==> config.mk <==
export PLATFORM = sky130hd
export DESIGN_NAME = bcd_serial_addsub_flat
export DESIGN_NICKNAME = d
export VERILOG_FILES = /design/src/rtl/bcd_serial_addsub_if.sv /design/src/rtl/bcd_serial_addsub.sv /design/src/flat_wrapper.sv
export SDC_FILE = /design/constraint.sdc
export NUM_CORES = 1
export LEC_CHECK = 0
export ABC_AREA = 1
export BUFFER_PORTS_ARGS = -buffer_cell sky130_fd_sc_hd__buf_2
export CORE_MARGIN = 8
export CORE_UTILIZATION = 49
export CTS_CLUSTER_DIAMETER = 80
export DETAILED_ROUTE_END_ITERATION = 8
export HOLD_SLACK_MARGIN = 0.08
export PLACE_DENSITY = 0.73
export SYNTH_ARGS = -nofsm -noshare
export SYNTH_HDL_FRONTEND = slang
export SYNTH_SLANG_ARGS = --single-unit
export TNS_END_PERCENT = 20
==> constraint.sdc <==
create_clock -name clk -period 2.2 [get_ports clk]
set_input_delay 0 -clock clk [delete_from_list [all_inputs] [get_ports clk]]
set_output_delay 0 -clock clk [all_outputs]
set_load 0.01 [all_outputs]
==> src/rtl/bcd_serial_addsub_if.sv <==
// Operand/result handshake bundle for bcd_serial_addsub: request side (operands, mode)
// and response side (packed BCD result plus carry/borrow and digit-error flags).
interface bcd_serial_addsub_if #(
  parameter int NDIGITS = 4
);
  localparam int W = 4 * NDIGITS;

  logic         in_valid;
  logic         in_ready;
  logic [W-1:0] num1;
  logic [W-1:0] num2;
  logic         sub;
  logic         out_valid;
  logic         out_ready;
  logic [W-1:0] out;
  logic         of;
  logic         err;

  modport master (
    output in_valid, num1, num2, sub, out_ready,
    input  in_ready, out_valid, out, of, err
  );

  modport slave (
    input  in_valid, num1, num2, sub, out_ready,
    output in_ready, out_valid, out, of, err
  );
endinterface

==> src/rtl/bcd_serial_addsub.sv <==
// Serial N-digit packed-BCD add/subtract, one digit per clock LSD first; result valid NDIGITS clocks
// after accept and held in DONE until out_ready. Optional digit check under BCD_DIGIT_CHECK_EN.
module bcd_serial_addsub #(
  parameter  int NDIGITS = 4,
  localparam int W       = 4 * NDIGITS
) (
  input  logic                  clk,
  input  logic                  rst_n,
  bcd_serial_addsub_if.slave    bus
);
  localparam int CW = (NDIGITS > 1) ? $clog2(NDIGITS) : 1;

  typedef enum logic [1:0] {IDLE, RUN, DONE} state_t;

  state_t         r_state;
  state_t         w_state_nxt;
  logic [W-1:0]   r_a;
  logic [W-1:0]   r_b;
  logic [W-1:0]   r_out;
  logic           r_sub;
  logic           r_carry;
  logic           r_of;
  logic [CW-1:0]  r_cnt;

  logic           w_accept;
  logic           w_last;
  logic [3:0]     w_b_adj;
  logic [4:0]     w_sum;
  logic           w_carry_nxt;
  logic [3:0]     w_digit;

  always_ff @(posedge clk or negedge rst_n) begin
    if (!rst_n) r_state <= IDLE;
    else        r_state <= w_state_nxt;
  end

  always_comb begin
    w_state_nxt = r_state;
    case (r_state)
      IDLE:    if (bus.in_valid)  w_state_nxt = RUN;
      RUN:     if (w_last)        w_state_nxt = DONE;
      DONE:    if (bus.out_ready) w_state_nxt = IDLE;
      default:                    w_state_nxt = IDLE;
    endcase
  end

  assign w_accept = (r_state == IDLE) && bus.in_valid;
  assign w_last   = (r_cnt == CW'(NDIGITS - 1));

  // Subtraction adds the nine's complement with carry-in 1, giving ten's complement.
  assign w_b_adj     = r_sub ? (4'd9 - r_b[3:0]) : r_b[3:0];
  assign w_sum       = {1'b0, r_a[3:0]} + {1'b0, w_b_adj} + {4'd0, r_carry};
  assign w_carry_nxt = (w_sum > 5'd9);
  assign w_digit     = w_carry_nxt ? 4'(w_sum - 5'd10) : w_sum[3:0];

  always_ff @(posedge clk or negedge rst_n) begin
    if (!rst_n) begin
      r_a     <= '0;
      r_b     <= '0;
      r_out   <= '0;
      r_sub   <= 1'b0;
      r_carry <= 1'b0;
      r_of    <= 1'b0;
      r_cnt   <= '0;
    end else if (w_accept) begin
      r_a     <= bus.num1;
      r_b     <= bus.num2;
      r_sub   <= bus.sub;
      r_carry <= bus.sub;
      r_cnt   <= '0;
    end else if (r_state == RUN) begin
      r_a                <= r_a >> 4;
      r_b                <= r_b >> 4;
      r_carry            <= w_carry_nxt;
      r_out[4*r_cnt +: 4] <= w_digit;
      r_cnt              <= r_cnt + 1'b1;
      if (w_last) r_of   <= r_sub ? ~w_carry_nxt : w_carry_nxt;
    end
  end

`ifdef BCD_DIGIT_CHECK_EN
  logic r_err;

  function automatic logic any_bad_digit(input logic [W-1:0] v);
    logic bad;
    bad = 1'b0;
    for (int i = 0; i < NDIGITS; i++)
      if (v[4*i +: 4] > 4'd9) bad = 1'b1;
    return bad;
  endfunction

  always_ff @(posedge clk or negedge rst_n) begin
    if (!rst_n)        r_err <= 1'b0;
    else if (w_accept) r_err <= any_bad_digit(bus.num1) | any_bad_digit(bus.num2);
  end

  assign bus.err = r_err;
`else
  assign bus.err = 1'b0;
`endif

  assign bus.in_ready  = (r_state == IDLE);
  assign bus.out_valid = (r_state == DONE);
  assign bus.out       = r_out;
  assign bus.of        = r_of;
endmodule
==> src/flat_wrapper.sv <==
// flat-port wrapper written by rule: the top's interface ports become plain ports
module bcd_serial_addsub_flat 
#(
  parameter  int NDIGITS = 4,
  localparam int W       = 4 * NDIGITS
)
  (clk, rst_n, bus_in_valid, bus_num1, bus_num2, bus_sub, bus_out_ready, bus_in_ready, bus_out_valid, bus_out, bus_of, bus_err);
  bcd_serial_addsub_if #(.NDIGITS(NDIGITS)) bus_i ();
  input  logic clk;
  input  logic rst_n;
  input wire logic [$bits(bus_i.in_valid)-1:0] bus_in_valid;
  input wire logic [$bits(bus_i.num1)-1:0] bus_num1;
  input wire logic [$bits(bus_i.num2)-1:0] bus_num2;
  input wire logic [$bits(bus_i.sub)-1:0] bus_sub;
  input wire logic [$bits(bus_i.out_ready)-1:0] bus_out_ready;
  output wire logic [$bits(bus_i.in_ready)-1:0] bus_in_ready;
  output wire logic [$bits(bus_i.out_valid)-1:0] bus_out_valid;
  output wire logic [$bits(bus_i.out)-1:0] bus_out;
  output wire logic [$bits(bus_i.of)-1:0] bus_of;
  output wire logic [$bits(bus_i.err)-1:0] bus_err;
  assign bus_i.in_valid = bus_in_valid;
  assign bus_i.num1 = bus_num1;
  assign bus_i.num2 = bus_num2;
  assign bus_i.sub = bus_sub;
  assign bus_i.out_ready = bus_out_ready;
  assign bus_in_ready = bus_i.in_ready;
  assign bus_out_valid = bus_i.out_valid;
  assign bus_out = bus_i.out;
  assign bus_of = bus_i.of;
  assign bus_err = bus_i.err;
  bcd_serial_addsub #(.NDIGITS(NDIGITS)) u_core (.clk(clk), .rst_n(rst_n), .bus(bus_i));
endmodule
==> out/summary.log, run 1 <==
[status] result of the run complete, but fails checks
[status] violations in the final reports negative setup slack
[timing] post-route setup slack -0.2920 ns
[drt] Avg WL per Cell 14.47 um
[synth] most frequently used flop master after synthesis dfrtp_1
[synth] Area contributors post-synth dfrtp_1 (49%), nand2_1 (12%), inv_1 (5.8%)
[final_layout] diode count 0
[global_routing] largest net degree at the start of global routing 34
[placed_design] final weighted congestion in routability-driven placement 0.8428
[global_routing] combined global-route utilization of all metal layers 0.1770
[pwr] leak pwr 1.952 nW
[clock_network] clock sinks 55
[synth] complex-gate fraction of the synthesized area 0.1241
[synth] mean instance size in the synthesized netlist 8.976 sq um
[clock_network] clock root buffer master clkbuf_8
[timing] Finish-stage setup viols 14
[die] area of the placeable core 5507 sq um
[worst_setup_path] kind of end point of the critical path flip-flop
[timing] worst clock skew on the final layout 0.005277 ns
[worst_setup_path] arrival time at the worst endpoint 2.73 ns
[min_path] path type of the worst min-delay path in2async
[die] die width 91.36 um
[die] die span in y 91.36 um
[drt] number of design rule violations left after detail routing 0
[synth] number of enable flip-flop cells after synthesis 0
[die] number of rows in the core area 27
[synth] area share of the leading cell type in the synthesized netlist 0.4946
[die] Die Footprint 8347 sq um
[synth] leading cell type by number of instances after synthesis nand2_1
[worst_setup_path] sequence of cells on the critical path xnor2_1 > fa_2 > fa_2 > nand2_2 > nand2_4 > ha_2 > a21oi_2 > a21oi_2 > nand2_2 > nand2_4 > nand2_4 > nand4_1 > o21bai_1
[global_routing] initial antenna violation count 0
[synth] largest area contributor in the netlist dfrtp_1
[clock_network] TritonCTS clock tree done
[synth] count of unique library cells instantiated by Yosys 36
[worst_setup_path] type of the setup path with the least slack reg2reg
[synth] area of the mapped netlist 2783 sq um
[worst_setup_path] r2r startpoint u_core.r_b[0]
[flow_run] number of maximum-capacitance constraint violations 0
[synth] number of warnings printed during yosys synthesis 0
[timing] final hold vios 0
[timing] share of the cycle needed by the critical path after routing 1.133
[drt] number of DRC markers after the initial detailed-route iteration 132
[pwr] worst-case vdd ir drop 0.9691 mV
[clock_network] TritonCTS Buffers 5
[worst_setup_path] cell type group with the largest total delay on the critical path adder cells
[timing] post-layout min period 2.492 ns
[global_routing] via count of the first global-routing pass 2637
[final_layout] signed area change from the synthesized netlist to the final layout 35.93%
[synth] synthesized-area fraction occupied by xor and xnor cells 0.009442
[synth] Adder-Cell Fraction of Synth Area 0.06835
[drt] routed wire length 7.135 mm
[synth] asr flop ratio synth 1.000
[drt] via count of the routed design 2523
[synth] simple-gate area share of the yosys netlist 0.2154
[synth] synthesized flop and latch total 55
[worst_setup_path] Critical path buffers and inverters 0
[synth] main combinational cell family by area after synthesis simple AND/OR/NAND/NOR gates
[worst_setup_path] Worst setup SP type flip-flop
[drt] number of iterations in the first detailed-routing pass 4
[die] number of I/O pins 57
[synth] share of cell area taken by muxes after synthesis 0
[clock_network] Clock Latency Late Sink 0.31 ns
[timing] total negative setup slack -3.450 ns
[worst_setup_path] setup slack, reg-to-reg -0.29 ns
[die] initial cell density of the core 0.5053
[placed_design] placed inst area 3214 sq um
[final_layout] final instance area 3782 sq um
[worst_setup_path] max incr delay on CP 0.41 ns
[clock_network] number of H-tree levels 2
[worst_setup_path] WP data required 2.43 ns
[global_routing] wire length of the first global-routing pass 12.21 mm
[placed_design] total of buffers placed on input and output ports 55
[worst_setup_path] R2R cell count 13
[synth] proportion of synthesized chip area in sequential cells 0.4946
[final_layout] number of fill cells in the layout 421
[clock_network] clock edge transition at the registers on the reported setup and hold paths 0.10 ns
[final_layout] proportion of layout cells with a drive suffix above 1 0.2637
[timing] setup repair after global routing missed its margin true
[drt] ANT nets after route 0
[worst_setup_path] capture point of the worst reg-to-reg path u_core.bus.out[15]
[clock_network] number of buffers between clock root and the deepest sink 2
[worst_setup_path] crit path max-delay cell type dfrtp_1
[placed_design] detailed placement HPWL 4.560 mm
[drt] vias per inst 5.118
[synth] cell count after synthesis 310
[synth] most used standard cells in the synthesized netlist nand2_1 (91), dfrtp_1 (55), inv_1 (43)
[timing] Fmax 401.3 MHz
[timing] Slew Limit Fails 0
[global_routing] Congestion Overflow GR 0
[worst_setup_path] Max Fanout on Critical Path 5
[worst_setup_path] dominant cell type by count on the critical path nand2_4
[pwr] ratio of total power to cell area 1794 nW/um^2
[synth] post-synth net total 361
[final_layout] Nets 471
## cell type report
cell class,count,area [sq um],share of cell area
clock buffers,6,82.58,0.02183
inverters,47,176.4,0.04664
repair buffers,114,814.5,0.2153
multi-input cells,197,1207,0.3192
flip-flops and latches,55,1376,0.3639
clock inverters,2,35.03,0.009262
well taps,72,90.09,0.02382
## logic make-up (layout without fill, tap and decap cells)
| kind of cell | count (synthesis) | count (layout) |
|---|---|---|
| xor+xnor | 3 | 3 |
| other cells | 1 | 1 |
| flops | 55 | 55 |
| buf+inv | 58 | 169 |
| simple gates | 131 | 131 |
| compound gates | 48 | 48 |
| fa+ha+maj | 14 | 14 |
## metrics by stage
| step | util | setup WS [ns] | cells | hold slack, ns | total power [mW] |
|---|---|---|---|---|---|
| 4_1_cts | 0.6826 | -0.2467 | 491 | 0.1088 | 6.621 |
| 3_3_place_gp | 0.5837 | -0.1951 | 442 | -0.07501 | 5.368 |
| 2_1_floorplan | - | -0.1304 | 310 | -0.2956 | 4.392 |
| 3_5_place_dp | 0.5837 | -0.2724 | 442 | -0.07975 | 5.481 |
| 6_report | 0.6869 | -0.2920 | 493 | 0.1127 | 6.787 |
| 5_1_grt | 0.6869 | -0.4336 | 493 | 0.1313 | 7.370 |
## metal layers
metal  vias up  share of wire  GRT usage
met3        10          0.061    0.04691
met1      1211           0.41     0.2048
li1       1232              -          -
met2        70           0.51     0.3102
met5         -              0          0
met4         0          0.017    0.05730
## sequential cells by signal, indices dropped and copies added, names as in the netlist
name	cells
u_core.bus.of	1
u_core.bus.out	16
u_core.r_a	16
u_core.r_b	16
u_core.r_carry	1
u_core.r_cnt	2
u_core.r_state	2
u_core.r_sub	1
## where the power goes
part           internal (mW)  switching (mW)  total [mW]
registers               1.43           0.199        1.63
logic                   1.79            2.68        4.46
clock network          0.369           0.324       0.692
total                   3.59            3.20        6.79
## how the worst max path moves through the flow
stage	startpoint	endpoint	slack (ns)	cells after the start
global route	u_core.r_b[0]	u_core.bus.out[7]	-0.43	15
detailed placement	u_core.r_sub	u_core.bus.out[15]	-0.27	12
finish	u_core.r_b[0]	u_core.bus.out[15]	-0.29	13
global placement	u_core.r_b[0]	u_core.bus.of	-0.20	11
CTS	u_core.r_sub	u_core.bus.of	-0.25	10
floorplan	u_core.r_sub	u_core.bus.out[13]	-0.13	13
## placed cells by master, fill, tap and decap left out, types with 2 or more instances in the layout
master,Yosys,final
dfrtp_1,55,55
nor2_1,7,7
inv_2,3,7
o211ai_1,9,9
nand3_1,16,16
nand2_2,4,4
xor2_1,2,2
o21bai_1,2,2
nand4_1,6,6
nor2_4,2,2
nand2_4,1,3
clkbuf_8,0,6
a22o_1,5,5
inv_1,43,39
o221ai_1,11,11
nand2_1,91,89
buf_4,2,21
o21ai_0,10,9
ha_1,12,10
a21oi_2,1,3
dlygate4sd3_1,0,37
a22oi_1,2,2
fa_2,0,2
buf_2,7,55
o21ai_1,2,3
## what timing repair did
| item | in CTS | in global routing |
|---|---|---|
| pin swaps | 3 | 2 |
| hold buffers | 37 | 0 |
| buffers inserted | 4 | 2 |
| resized for setup | 9 | 4 |
| endpoints found under the hold margin | 91 | 0 |
| endpoints found under the setup margin | 14 | 14 |
Power figures use the tool's default switching activity.
==> run 2: changes to the inputs <==
--- a/config.mk
+++ b/config.mk
@@ -8,11 +8,11 @@
 export ABC_AREA = 1
 export BUFFER_PORTS_ARGS = -buffer_cell sky130_fd_sc_hd__buf_2
 export CORE_MARGIN = 8
-export CORE_UTILIZATION = 49
+export CORE_UTILIZATION = 50
 export CTS_CLUSTER_DIAMETER = 80
 export DETAILED_ROUTE_END_ITERATION = 8
 export HOLD_SLACK_MARGIN = 0.08
-export PLACE_DENSITY = 0.73
+export PLACE_DENSITY = 0.72
 export SYNTH_ARGS = -nofsm -noshare
 export SYNTH_HDL_FRONTEND = slang
 export SYNTH_SLANG_ARGS = --single-unit
==> constraint.sdc (replaced) <==
create_clock -name clk -period 3.1 [get_ports clk]
set_input_delay 0 -clock clk [delete_from_list [all_inputs] [get_ports clk]]
set_output_delay 0 -clock clk [all_outputs]
set_load 0.01 [all_outputs]
==> run 2 against run 1 <==
The flow now finishes without violations. Routed wire length shrank 7.8%. Clock skew grew 0.0066 ns. Design area shrank 6.1%. Register-to-register slack gained 0.68 ns. Setup slack gained 0.68 ns. Sequential power shrank 28%. Clock power shrank 41%. Utilization shrank 3.4 points. Critical path depth grew 2. Via count shrank 5.0%. Cell count shrank 4.3%. Critical path type unchanged. Highest routed layer unchanged.
==> out/summary.log, run 2 (synthesis results as in run 1) <==
[worst_setup_path] crit path max-delay cell type dfrtp_1 [unchanged]
[status] result of the run complete, no violations [was complete, but fails checks]
[worst_setup_path] type of the setup path with the least slack reg2reg [unchanged]
[timing] transition time at the pin with the least slew margin 0.6904 ns
[timing] worst clock skew on the final layout 0.01185 ns [was 0.005277 ns]
[die] number of rows in the core area 27 [unchanged]
[clock_network] TritonCTS clock tree done [unchanged]
[worst_setup_path] Worst setup SP type flip-flop [unchanged]
[placed_design] final weighted congestion in routability-driven placement 0.8002 [was 0.8428]
[die] number of I/O pins 57 [unchanged]
[worst_setup_path] arrival time at the worst endpoint 2.95 ns [was 2.73 ns]
[worst_setup_path] WP data required 3.34 ns [was 2.43 ns]
[drt] vias per inst 5.078 [was 5.118]
[drt] routed wire length 6.579 mm [was 7.135 mm]
[global_routing] via count of the first global-routing pass 2566 [was 2637]
[die] Die Footprint 8208 sq um [was 8347 sq um]
[final_layout] final instance area 3553 sq um [was 3782 sq um]
[die] area of the placeable core 5439 sq um [was 5507 sq um]
[final_layout] proportion of layout cells with a drive suffix above 1 0.1950 [was 0.2637]
[drt] number of iterations in the first detailed-routing pass 5 [was 4]
[clock_network] clock sinks 55 [unchanged]
[worst_setup_path] Critical path buffers and inverters 2 [was 0]
[final_layout] commonest cells after routing, fill and taps aside nand2_1 (91), buf_2 (55), dfrtp_1 (55), inv_1 (43), dlygate4sd3_1 (37) [was nand2_1 (89), buf_2 (55), dfrtp_1 (55), inv_1 (39), dlygate4sd3_1 (37)]
[worst_setup_path] cell type group with the largest total delay on the critical path adder cells [unchanged]
[worst_setup_path] max incr delay on CP 0.43 ns [was 0.41 ns]
[global_routing] largest net degree at the start of global routing 35 [was 34]
[timing] worst hold margin 0.2596 ns [was 0.1127 ns]
[global_routing] initial antenna violation count 0 [unchanged]
[drt] number of DRC markers after the initial detailed-route iteration 139 [was 132]
[die] die width 90.60 um [was 91.36 um]
[final_layout] leading cell type in the layout, fill and taps excluded nand2_1 [unchanged]
[timing] total negative setup slack 0 ns [was -3.450 ns]
[global_routing] wire length of the first global-routing pass 11.91 mm [was 12.21 mm]
[final_layout] post-layout util 0.6533 [was 0.6869]
[global_routing] Congestion Overflow GR 0 [unchanged]
[die] initial cell density of the core 0.5116 [was 0.5053]
[clock_network] TritonCTS Buffers 5 [unchanged]
[drt] number of design rule violations left after detail routing 0 [unchanged]
[drt] Avg WL per Cell 13.94 um [was 14.47 um]
[drt] ANT nets after route 0 [unchanged]
[pwr] leak pwr 1.828 nW [was 1.952 nW]
[timing] Finish-stage setup viols 0 [was 14]
[timing] setup repair after global routing missed its margin false [was true]
[final_layout] signed area change from the synthesized netlist to the final layout 27.70% [was 35.93%]
[clock_network] clock edge transition at the registers on the reported setup and hold paths 0.11 ns [was 0.10 ns]
[clock_network] post-cts gate resize count 0 [was 9]
[placed_design] total of buffers placed on input and output ports 55 [unchanged]
[pwr] ratio of total power to cell area 1143 nW/um^2 [was 1794 nW/um^2]
[pwr] worst-case vdd ir drop 0.6902 mV [was 0.9691 mV]
[min_path] path type of the worst min-delay path in2async [unchanged]
[flow_run] number of maximum-capacitance constraint violations 0 [unchanged]
[clock_network] number of H-tree levels 2 [unchanged]
[final_layout] Nets 450 [was 471]
[global_routing] combined global-route utilization of all metal layers 0.1734 [was 0.1770]
[timing] post-layout min period 2.709 ns [was 2.492 ns]
[clock_network] number of buffers between clock root and the deepest sink 2 [unchanged]
[worst_setup_path] Max Fanout on Critical Path 5 [unchanged]
[worst_setup_path] sequence of cells on the critical path xnor2_1 > fa_1 > fa_1 > inv_1 > nand2_1 > nand2_1 > ha_1 > inv_1 > a21oi_1 > a21oi_2 > nand2_2 > nand2_4 > nand2_2 > nand4_1 > o21bai_1 [was xnor2_1 > fa_2 > fa_2 > nand2_2 > nand2_4 > ha_2 > a21oi_2 > a21oi_2 > nand2_2 > nand2_4 > nand2_4 > nand4_1 > o21bai_1]
[final_layout] diode count 0 [unchanged]
[drt] via count of the routed design 2397 [was 2523]
[placed_design] detailed placement HPWL 4.457 mm [was 4.560 mm]
[timing] Slew Limit Fails 0 [unchanged]
[clock_network] Clock Latency Late Sink 0.31 ns [about the same]
[worst_setup_path] setup slack, reg-to-reg 0.39 ns [was -0.29 ns]
[worst_setup_path] kind of end point of the critical path flip-flop [unchanged]
[timing] Fmax 369.1 MHz [was 401.3 MHz]
[timing] share of the cycle needed by the critical path after routing 0.8739 [was 1.133]
[clock_network] clock root buffer master clkbuf_8 [unchanged]
[timing] final hold vios 0 [unchanged]
[placed_design] placed inst area 3090 sq um [was 3214 sq um]
[die] die span in y 90.60 um [was 91.36 um]
[timing] relative max-transition margin 0.5397
-- run 2: cell types whose count changed in the layout (fill, tap and decap cells not counted), sizes merged --
cell / delta
buf: -21
bufinv: -1
clkbuf: -1
clkinv: -1
clkinvlp: +2
inv: +1
-- run 2: area by class of cell --
class / instances / area, sq um
Timing Repair Buffer: 93 / 653.1
Inverter: 47 / 176.4
Clock inverter: 3 / 23.77
Clock buffer: 5 / 68.82
Multi-Input combinational cell: 197 / 1165
Fill cell: 445 / 1886
Tap cell: 72 / 90.09
Sequential cell: 55 / 1376
-- run 2: what timing repair did --
item                                   in CTS  in global routing
hold buffers                               37                  0
buffers inserted                            0                  0
endpoints found under the hold margin      66                  0
-- run 2: report_power, final --
group | leakage, nW | internal, mW | switching (mW) | total (mW)
sequential | 0.715 | 1.02 | 0.168 | 1.18
combinational | 1.07 | 0.859 | 1.61 | 2.47
clock | 0.0408 | 0.162 | 0.247 | 0.409
total | 1.83 | 2.04 | 2.02 | 4.06
-- run 2: stage by stage --
stage / power [mW] / setup slack (ns) / instances
floorplan: 3.073 / 0.6465 / 310
global placement: 3.534 / 0.5256 / 427
detailed placement: 3.606 / 0.4300 / 427
CTS: 4.068 / 0.4040 / 472
global route: 4.511 / 0.1657 / 472
finish: 4.060 / 0.3910 / 472
-- run 2: worst register-to-register path: cells and delay by family, from the launching register on --
family | cells | cell delay (ns)
AOI/OAI and AO/OA | 3 | 0.36
buffers and inverters | 2 | 0.14
DFF | 1 | 0.43
xor gates and xnor gates | 1 | 0.16
and+or+nand+nor | 6 | 0.54
adders and majority gates | 3 | 0.99
-- run 2: layer usage --
layer  global-route usage  share of wire
met1               0.2093           0.43
met2               0.2948           0.50
met3              0.04156          0.056
met4              0.05687          0.019
met5                    0              0
-- run 2: path summary, 6_finish.rpt --
check | start | end | cells after the start
worst max-delay path | u_core.r_sub | u_core.bus.out[15] | 15
worst min-delay path | rst_n | u_core.r_b[6] | 2
worst max register to register | u_core.r_sub | u_core.bus.out[15] | 15
worst min register to register | u_core.bus.out[9] | u_core.bus.out[9] | 2
max in group asynchronous | rst_n | u_core.r_carry | 3
min in group clk | bus_out_ready | u_core.r_state[1] | 3
==> run 3: changes to the inputs <==
--- a/config.mk
+++ b/config.mk
@@ -7,12 +7,12 @@
 export LEC_CHECK = 0
 export ABC_AREA = 1
 export BUFFER_PORTS_ARGS = -buffer_cell sky130_fd_sc_hd__buf_2
-export CORE_MARGIN = 8
-export CORE_UTILIZATION = 50
+export CORE_MARGIN = 1.5
+export CORE_UTILIZATION = 35
 export CTS_CLUSTER_DIAMETER = 80
 export DETAILED_ROUTE_END_ITERATION = 8
 export HOLD_SLACK_MARGIN = 0.08
-export PLACE_DENSITY = 0.72
+export PLACE_DENSITY = 0.53
 export SYNTH_ARGS = -nofsm -noshare
 export SYNTH_HDL_FRONTEND = slang
 export SYNTH_SLANG_ARGS = --single-unit
==> constraint.sdc (replaced) <==
create_clock -name clk -period 2.65 [get_ports clk]
set_input_delay 0 -clock clk [delete_from_list [all_inputs] [get_ports clk]]
set_output_delay 0 -clock clk [all_outputs]
set_load 0.01 [all_outputs]
==> run 3 against run 2 <==
Routed wire length fell by 2.3%. First-iteration DRC count fell by 39%. Worst hold slack improved by 0.074 ns.
==> out/summary.log, run 3 (synthesis results as in run 1) <==
[status] result of the run complete, no violations [unchanged]
[drt] number of DRC markers after the initial detailed-route iteration 85 [was 139]
[drt] Avg WL per Cell 12.66 um [was 13.94 um]
[clock_network] clock sinks 55 [unchanged]
[timing] total negative setup slack 0 ns [unchanged]
[pwr] ratio of total power to cell area 1385 nW/um^2 [was 1143 nW/um^2]
[pwr] proportion of total power due to net switching 0.4847 [was 0.4982]
[placed_design] total of buffers placed on input and output ports 55 [unchanged]
[clock_network] clock root buffer master clkbuf_8 [unchanged]
[pwr] Internal Pwr Total 2.634 mW [was 2.038 mW]
[timing] worst hold margin 0.3337 ns [was 0.2596 ns]
[drt] vias per inst 4.677 [was 5.078]
[die] die span in y 92.17 um [was 90.60 um]
[placed_design] # placed instances 459 [was 427]
[timing] Slew Limit Fails 0 [unchanged]
[clock_network] number of buffers between clock root and the deepest sink 2 [unchanged]
[clock_network] TritonCTS Buffers 5 [unchanged]
[final_layout] final std cells w/o fill 508 [was 472]
[final_layout] leading cell type in the layout, fill and taps excluded nand2_1 [unchanged]
[global_routing] largest net degree at the start of global routing 56 [was 35]
[timing] transition time at the pin with the least slew margin 0.7013 ns [was 0.6904 ns]
[worst_setup_path] WP data required 2.89 ns [was 3.34 ns]
[timing] Fmax 396.3 MHz [was 369.1 MHz]
[pwr] relative contribution of the clock network to total power 0.108 [was 0.101]
[die] die width 92.17 um [was 90.60 um]
[final_layout] final instance area 3690 sq um [was 3553 sq um]
[worst_setup_path] Max Fanout on Critical Path 5 [unchanged]
[global_routing] Congestion Overflow GR 0 [unchanged]
[drt] routed wire length 6.429 mm [was 6.579 mm]
[timing] relative max-transition margin 0.5325 [was 0.5397]
[pwr] power share of the sequential group 0.272 [was 0.292]
[pwr] worst-case vdd ir drop 0.4929 mV [was 0.6902 mV]
[timing] post-route setup slack 0.1265 ns [was 0.3910 ns]
[min_path] path type of the worst min-delay path in2async [unchanged]
[timing] final hold vios 0 [unchanged]
[timing] post-layout min period 2.524 ns [was 2.709 ns]
[pwr] leak pwr 1.877 nW [was 1.828 nW]
[timing] setup repair after global routing missed its margin true [was false]
[clock_network] clock edge transition at the registers on the reported setup and hold paths 0.10 ns [was 0.11 ns]
[die] number of rows in the core area 32 [was 27]
[placed_design] final weighted congestion in routability-driven placement 0.8078 [was 0.8002]
[global_routing] initial antenna violation count 0 [unchanged]
[final_layout] signed area change from the synthesized netlist to the final layout 32.60% [was 27.70%]
[drt] number of iterations in the first detailed-routing pass 6 [was 5]
[die] area of the placeable core 7727 sq um [was 5439 sq um]
[timing] worst clock skew on the final layout 0.003804 ns [was 0.01185 ns]
[drt] number of design rule violations left after detail routing 0 [unchanged]
[placed_design] placed inst area 3143 sq um [was 3090 sq um]
[final_layout] proportion of layout cells with a drive suffix above 1 0.2315 [was 0.1950]
[final_layout] Nets 457 [was 450]
[pwr] Design Power 5.111 mW [was 4.060 mW]
[final_layout] number of fill cells in the layout 751 [was 445]
[worst_setup_path] type of the setup path with the least slack reg2reg [unchanged]
[placed_design] detailed placement HPWL 4.301 mm [was 4.457 mm]
[die] Die Footprint 8494 sq um [was 8208 sq um]
[drt] via count of the routed design 2376 [was 2397]
[clock_network] Clock Latency Late Sink 0.30 ns [was 0.31 ns]
[pwr] proportion of power drawn by combinational gates 0.621 [was 0.608]
[timing] share of the cycle needed by the critical path after routing 0.9523 [was 0.8739]
[clock_network] number of H-tree levels 2 [unchanged]
[flow_run] number of maximum-capacitance constraint violations 0 [unchanged]
[worst_setup_path] arrival time at the worst endpoint 2.76 ns [was 2.95 ns]
[worst_setup_path] kind of end point of the critical path flip-flop [unchanged]
[global_routing] via count of the first global-routing pass 2425 [was 2566]
[global_routing] wire length of the first global-routing pass 11.22 mm [was 11.91 mm]
[drt] ANT nets after route 0 [unchanged]
[pwr] reported net switching power 2.478 mW [was 2.023 mW]
[global_routing] combined global-route utilization of all metal layers 0.1643 [was 0.1734]
[timing] Finish-stage setup viols 0 [unchanged]
[final_layout] diode count 0 [unchanged]
[final_layout] post-layout util 0.4775 [was 0.6533]
[die] number of I/O pins 57 [unchanged]
[final_layout] commonest cells after routing, fill and taps aside nand2_1 (90), buf_2 (55), dfrtp_1 (55), inv_1 (38), dlygate4sd3_1 (37) [was nand2_1 (91), buf_2 (55), dfrtp_1 (55), inv_1 (43), dlygate4sd3_1 (37)]
[worst_setup_path] Worst setup SP type flip-flop [unchanged]
[placed_design] pre-CTS setup slack -0.04115 ns [was 0.4300 ns]
[die] initial cell density of the core 0.3601 [was 0.5116]
[clock_network] TritonCTS clock tree done [unchanged]
-- run 3: path summary, 6_finish.rpt --
path                              startpoint                end  slack, ns  depth (start not counted)
hold reg to reg            u_core.bus.out[2]  u_core.bus.out[2]       0.48                          2
min in group clk               bus_out_ready  u_core.r_state[1]       0.41                          3
max in group asynchronous              rst_n  u_core.bus.out[3]       1.83                          3
hold / removal                         rst_n     u_core.r_b[15]       0.33                          3
setup / recovery                u_core.r_sub  u_core.bus.out[7]       0.13                         12
setup reg to reg                u_core.r_sub  u_core.bus.out[7]       0.13                         12
-- run 3: worst max-delay path, cell delays in order, from the launching register on --
cell	delay, ns
dfrtp_1	0.42
xnor2_2	0.15
fa_2	0.36
fa_2	0.60
ha_4	0.15
inv_2	0.04
a21oi_2	0.11
a21oi_2	0.05
nand2_2	0.11
nand2_4	0.09
nand2_4	0.07
nand4_1	0.12
o21bai_1	0.18
-- run 3: what timing repair did --
action                     4_1_cts  5_1_grt
gates cloned                     0        0
hold buffers                    37        0
gates resized for setup          2       11
hold endpoints to repair        91        0
setup endpoints to repair        8       13
pin swaps                        1        4
buffers inserted                 0        5
-- run 3: cell type report --
class	instances	area [sq um]	share of cell area
Inverter	47	176.4	0.04781
Sequential cell	55	1376	0.3730
Timing Repair Buffer	100	705.7	0.1913
Clock buffer	6	72.57	0.01967
Clock inverter	1	30.03	0.008138
Tap cell	102	127.6	0.03459
Multi-Input combinational cell	197	1201	0.3255
-- run 3: metal layers --
layer  GRT usage  vias up  routed length (um)
met1      0.2212     1125                3122
met5           0        -                   0
met2      0.2722       43                3026
li1            -     1202                   -
met4     0.04359        0                  69
met3     0.02902        6                 210
-- run 3: power groups by stage --
stage	combinational, mW	sequential, mW	clock [mW]
4_1_cts	2.94	1.38	0.566
3_5_place_dp	2.86	1.40	0
5_1_grt	3.60	1.43	0.596
3_3_place_gp	2.83	1.39	0
6_report	3.17	1.39	0.550
2_1_floorplan	2.21	1.39	0
